===== config.mk =====
export PLATFORM = sky130hd
export DESIGN_NAME = pwm_ramp_ctrl
export DESIGN_NICKNAME = d
export VERILOG_FILES = /design/src/rtl/pwm_ramp_ctrl.sv
export SDC_FILE = /design/constraint.sdc
export NUM_CORES = 1
export LEC_CHECK = 0
export ABC_AREA = 1
export BUFFER_PORTS_ARGS = -buffer_cell sky130_fd_sc_hd__buf_2
export CAP_MARGIN = 0
export CORE_MARGIN = 5
export CORE_UTILIZATION = 50
export CTS_BUF_LIST = sky130_fd_sc_hd__clkbuf_8
export DETAILED_ROUTE_END_ITERATION = 6
export MAX_ROUTING_LAYER = met4
export PLACE_DENSITY = 0.8
export SYNTH_ARGS = -nofsm -noshare
export SYNTH_HDL_FRONTEND = slang
export SYNTH_SLANG_ARGS = --single-unit

===== constraint.sdc =====
create_clock -name clk -period 5.95 [get_ports clk]
set_input_delay 0.2975 -clock clk [delete_from_list [all_inputs] [get_ports clk]]
set_output_delay 0.2975 -clock clk [all_outputs]
set_load 0.03 [all_outputs]

===== src/rtl/pwm_ramp_ctrl.sv =====
// pwm_ramp_ctrl: soft-start / slew controller around an R-bit PWM counter.
// A target duty is accepted over valid/ready, held in a shadow register, and
// applied at the next period boundary. The applied duty then walks toward the
// target by STEP every RAMP_DIV periods, so no pulse is ever truncated.
module pwm_ramp_ctrl #(
  parameter int R        = 8,
  parameter int STEP     = 1,
  parameter int RAMP_DIV = 1
) (
  input  logic         clk,
  input  logic         reset,
  input  logic         en,
  input  logic         cmd_valid,
  input  logic [R:0]   cmd_duty,
  output logic         cmd_ready,
  output logic         pwm_out,
  output logic [R:0]   duty_applied,
  output logic         period_start,
  output logic         ramping,
  output logic         done
);

  // 100% duty is 2^R, one bit wider than the counter.
  localparam logic [R:0]   FULL    = {1'b1, {R{1'b0}}};
  localparam logic [R-1:0] CNT_MAX = '1;

  localparam int PC_W = (RAMP_DIV > 1) ? $clog2(RAMP_DIV) : 1;
  localparam logic [PC_W-1:0] PC_LAST = PC_W'(RAMP_DIV - 1);

  // A step larger than full scale behaves the same as a full-scale step.
  localparam int         STEP_C = (STEP > (2 ** R)) ? (2 ** R) : STEP;
  localparam logic [R:0] STEP_V = (R + 1)'(STEP_C);

  typedef enum logic {
    IDLE = 1'b0,
    RAMP = 1'b1
  } state_t;

  // Commands above full scale saturate at 100%.
  function automatic logic [R:0] clamp_duty(input logic [R:0] d);
    return (d > FULL) ? FULL : d;
  endfunction

  // One ramp step toward tgt; the increment never exceeds the remaining
  // distance, so the result cannot overshoot, overflow or underflow.
  // STEP of 0 means "close the whole gap in one step".
  function automatic logic [R:0] step_toward(input logic [R:0] cur,
                                             input logic [R:0] tgt);
    logic [R:0] diff;
    logic [R:0] inc;
    diff = (tgt >= cur) ? (tgt - cur) : (cur - tgt);
    inc  = ((STEP_V == '0) || (diff < STEP_V)) ? diff : STEP_V;
    return (tgt >= cur) ? (cur + inc) : (cur - inc);
  endfunction

  state_t            state_q, state_d;
  logic [R-1:0]      cnt_q, cnt_d;
  logic [PC_W-1:0]   pc_q, pc_d;
  logic [R:0]        duty_q, duty_d;
  logic [R:0]        target_q, target_d;
  logic [R:0]        shadow_q, shadow_d;
  logic              pending_q, pending_d;
  logic              pwm_q, pwm_d;
  logic              ps_q, ps_d;
  logic              done_q, done_d;
  logic              boundary;
  logic              accept;
  logic [R:0]        nxt_duty;

  // Ready drops during reset even though pending is already clear.
  assign cmd_ready    = ~reset & ~pending_q;
  assign accept       = cmd_valid & cmd_ready;
  assign boundary     = en & (cnt_q == CNT_MAX);

  assign pwm_out      = pwm_q;
  assign duty_applied = duty_q;
  assign period_start = ps_q;
  assign ramping      = (state_q == RAMP);
  assign done         = done_q;

  // Next-state logic: counter, handshake, boundary retarget and ramp stepping.
  always_comb begin
    state_d   = state_q;
    cnt_d     = cnt_q;
    pc_d      = pc_q;
    duty_d    = duty_q;
    target_d  = target_q;
    shadow_d  = shadow_q;
    pending_d = pending_q;
    pwm_d     = en & ({1'b0, cnt_q} < duty_q);
    ps_d      = boundary;
    done_d    = 1'b0;
    nxt_duty  = step_toward(duty_q, target_q);

    // A command taken in a boundary cycle is only seen by the next boundary,
    // because the retarget below looks at pending_q, not pending_d.
    if (accept) begin
      shadow_d  = clamp_duty(cmd_duty);
      pending_d = 1'b1;
    end

    if (!en) begin
      // Disabled: output forced low and ramp restarts from zero later;
      // target/shadow/pending survive.
      cnt_d   = '0;
      pc_d    = '0;
      duty_d  = '0;
      state_d = IDLE;
    end else begin
      cnt_d = cnt_q + 1'b1;
      if (boundary) begin
        if (pending_q) begin
          // Retarget: no step on this boundary, divider restarts.
          target_d  = shadow_q;
          pending_d = 1'b0;
          pc_d      = '0;
          state_d   = (shadow_q == duty_q) ? IDLE : RAMP;
        end else if (state_q == RAMP) begin
          if (pc_q == PC_LAST) begin
            pc_d   = '0;
            duty_d = nxt_duty;
            if (nxt_duty == target_q) begin
              state_d = IDLE;
              done_d  = 1'b1;
            end
          end else begin
            pc_d = pc_q + 1'b1;
          end
        end else if (duty_q != target_q) begin
          // Re-enable after en dropped: soft start from zero toward the old target.
          state_d = RAMP;
          pc_d    = '0;
        end
      end
    end
  end

  // State register with synchronous reset.
  always_ff @(posedge clk) begin
    if (reset) begin
      state_q   <= IDLE;
      cnt_q     <= '0;
      pc_q      <= '0;
      duty_q    <= '0;
      target_q  <= '0;
      shadow_q  <= '0;
      pending_q <= 1'b0;
      pwm_q     <= 1'b0;
      ps_q      <= 1'b0;
      done_q    <= 1'b0;
    end else begin
      state_q   <= state_d;
      cnt_q     <= cnt_d;
      pc_q      <= pc_d;
      duty_q    <= duty_d;
      target_q  <= target_d;
      shadow_q  <= shadow_d;
      pending_q <= pending_d;
      pwm_q     <= pwm_d;
      ps_q      <= ps_d;
      done_q    <= done_d;
    end
  end

endmodule


==> qor.yml <==
grt_max_degree: 19
max-cap-violations: 0
vdd_ir_drop_max_v: 0.000135
initial_core_util_pct: 51.2
cp-start-kind: "register"
critPathMaxFanout: 7
cp_slowest_cell: "dfxtp_1"
area_growth_pct: 7.70
cts_setup_buffers: 0
syn_inst: 475
grt_pass1_vias: 2956
die_h_microns: 90.6
cts_root_buf: "clkbuf_8"
cp_slowest_stage_delay_ns: 0.59
n_antenna_cell: 0
ant_nets: 0
drive_gt1_share_pct: 9.82
whs_ns: 0.237
max_freq_mhz: 205
syn-num-nets: 527
ys_seq_area_share_pct: 24.6
cts_buffers: 5
r2r_slack_ns: 1.06
grt.total_usage_pct: 21.0
nets: 550
core_area_sq_um: 6350
synth.top_cell.area_share_pct: 24.6
yosysUniqueCellTypes: 40
die_area_sq_um: 8210
fin_crit_ns: 4.89
gr-total-overflow: 0
drtIter0Drc: 206
critical_path_required_ns: 6.12
status: "completed"
drc: 0
path_common_cell: "nand2_1"
num_io_pins: 27
path_clk_slew_ns: 0.08
postCtsHoldBufs: 0
grt_pass1_wl_microns: 14000
clock_path_buffers: 2
wl_per_cell_microns: 15.1
drtPass1Iterations: 5
via_count: 3229
port_buffers: 26
power.leakage_nw: 1.78
vias_per_cell: 5.61
drt_wl_total_microns: 8710
hold_violations: 0
setup_viol: 0
synth_warnings: 0
insertion_delay_ns: 0.29
end_kind: "register"
cts_tree: "built"
rows: 29
arrival_ns: 5.06
period_share_pct: 82.1
syn_area_sq_um: 3250
cts_resized: 0
synth-seq-cells: 40
power.total_mw: 0.479
gp_congestion: 1.02
fin_skew_ns: 0.00828
worstSetupPathType: "register to register"
power_density_nw_per_um2: 137
synth.top_cells.by_area: "dfxtp_1 (25%), ha_1 (14%), nand2_1 (10%), inv_1 (8.3%), a21oi_1 (6.3%)"
min_path_type: "input pin to register"
antenna_found_initial: 0
syn_area_per_cell_sq_um: 6.84
die_w_microns: 90.6
synth_top_cell_by_area: "dfxtp_1"
h-tree-depth: 2
drv_slew: 0
fin_setup_tns_ns: 0
rsz0062_at_grt: "no"
place_hpwl_microns: 7090
cts_sinks: 40
## worst max-delay path: cells and delay by family (launching register included)
kind,cells,cell delay [ns]
adders and majority gates,3,1.11
buffers and inverters,5,0.53
and+or+nand+nor,15,1.61
DFF,1,0.59
AOI/OAI and AO/OA,4,0.78
xor gates and xnor gates,1,0.15
## where the power goes
part	internal (mW)	switching (mW)	leakage (nW)
Clock	0.0804	0.0959	0.0507
Combinational	0.0106	0.0170	1.41
Sequential	0.272	0.00359	0.324
## area by class of cell
type                    count  area [sq um]
clock buffers               5          68.8
clock inverters             3          16.3
multi-input cells         351          2110
fillers                   605          2850
flip-flops and latches     40           801
well taps                  77          96.3
inverters                  73           274
repair buffers             27           138
## cell usage in the layout (no fill, tap or decap)
cell type,count
nand2_4,1
nand2_1,88
nor3_1,4
a211oi_1,1
xor2_1,13
nor2_1,41
nor2_2,3
clkbuf_8,5
a31oi_1,2
inv_1,74
nand2_2,3
o21ai_0,39
o21bai_1,4
nor4_1,1
ha_1,36
a21o_1,2
inv_2,1
o21a_1,1
conb_1,1
buf_4,1
o31ai_1,3
a221oi_1,2
nand3b_2,1
nor2_4,3
nand3_1,31
or4_1,2
buf_2,26
a22oi_1,1
a22oi_2,1
nand4_1,9
a21oi_1,41
nand3b_1,3
clkinv_4,1
fa_1,3
xnor2_1,5
nand3_2,3
o21ai_1,1
dfxtp_1,40
o22ai_1,2
## synth_stat cells
cell type and n:
nand2_1 88, nor4_1 1, nand3b_1 3, nand2_4 1, buf_1 1, buf_2 3, or4_1 2, nand3_2 3
a221oi_1 2, nor2_4 3, buf_12 1, xnor2_1 5, a22oi_1 1, o22ai_1 2, buf_4 2, xor2_1 13
nor2_1 41, a31oi_1 2, ha_1 36, inv_1 72, nor2_2 3, fa_1 3, a21o_1 2, o21ai_0 39
a22oi_2 1, o21a_1 1, inv_2 1, dfxtp_1 40, nand3b_2 1, nand4_1 9, nor3_1 4, o21ai_1 1
conb_1 1, nand2_2 3, nand3_1 31, o21bai_1 4, clkbuf_1 4, a211oi_1 1, a21oi_1 41, o31ai_1 3
## registers in the layout, summed over array words and instances, names as in the netlist
register / flops
done: 1
pending_q: 1
shadow_q: 9
ramping: 1
target_q: 9
cnt_q: 8
pwm_out: 1
period_start: 1
duty_applied: 9
## layer usage
metal	GRT usage (%)	vias to the layer above	routed length, microns
li1	-	1604	-
met4	6.45	0	221
met2	33.9	145	3970
met5	-	-	0
met3	2.58	23	614
met1	27.3	1457	3900
## through the flow
step	std cells	util [%]	instance area (sq um)	worst slack [ns]
6_report	576	55.1	3500	1.06
5_1_grt	576	55.1	3500	0.694
4_1_cts	576	55.1	3500	1.12
3_5_place_dp	568	53.8	3410	1.18
3_3_place_gp	568	53.8	3410	1.24
2_1_floorplan	475	-	3250	1.82
## final timing paths
| path | startpoint | to | cells past startpoint |
|---|---|---|---|
| min | cmd_duty[8] | shadow_q[8] | 3 |
| min reg2reg | cnt_q[0] | cnt_q[0] | 1 |
| max reg2reg | duty_applied[1] | done | 28 |
| max | duty_applied[1] | done | 28 |
## cell families after synthesis
kind of cell             share of synthesized area (%)
XOR/XNOR                                          4.85
buffers and inverters                             10.6
AO/OA/AOI/OAI                                     16.9
adder cells (fa/ha/maj)                           15.7
AND/OR/NAND/NOR                                   27.2
other                                            0.115
flip-flops                                        24.6
Power figures use the tool's default switching activity.
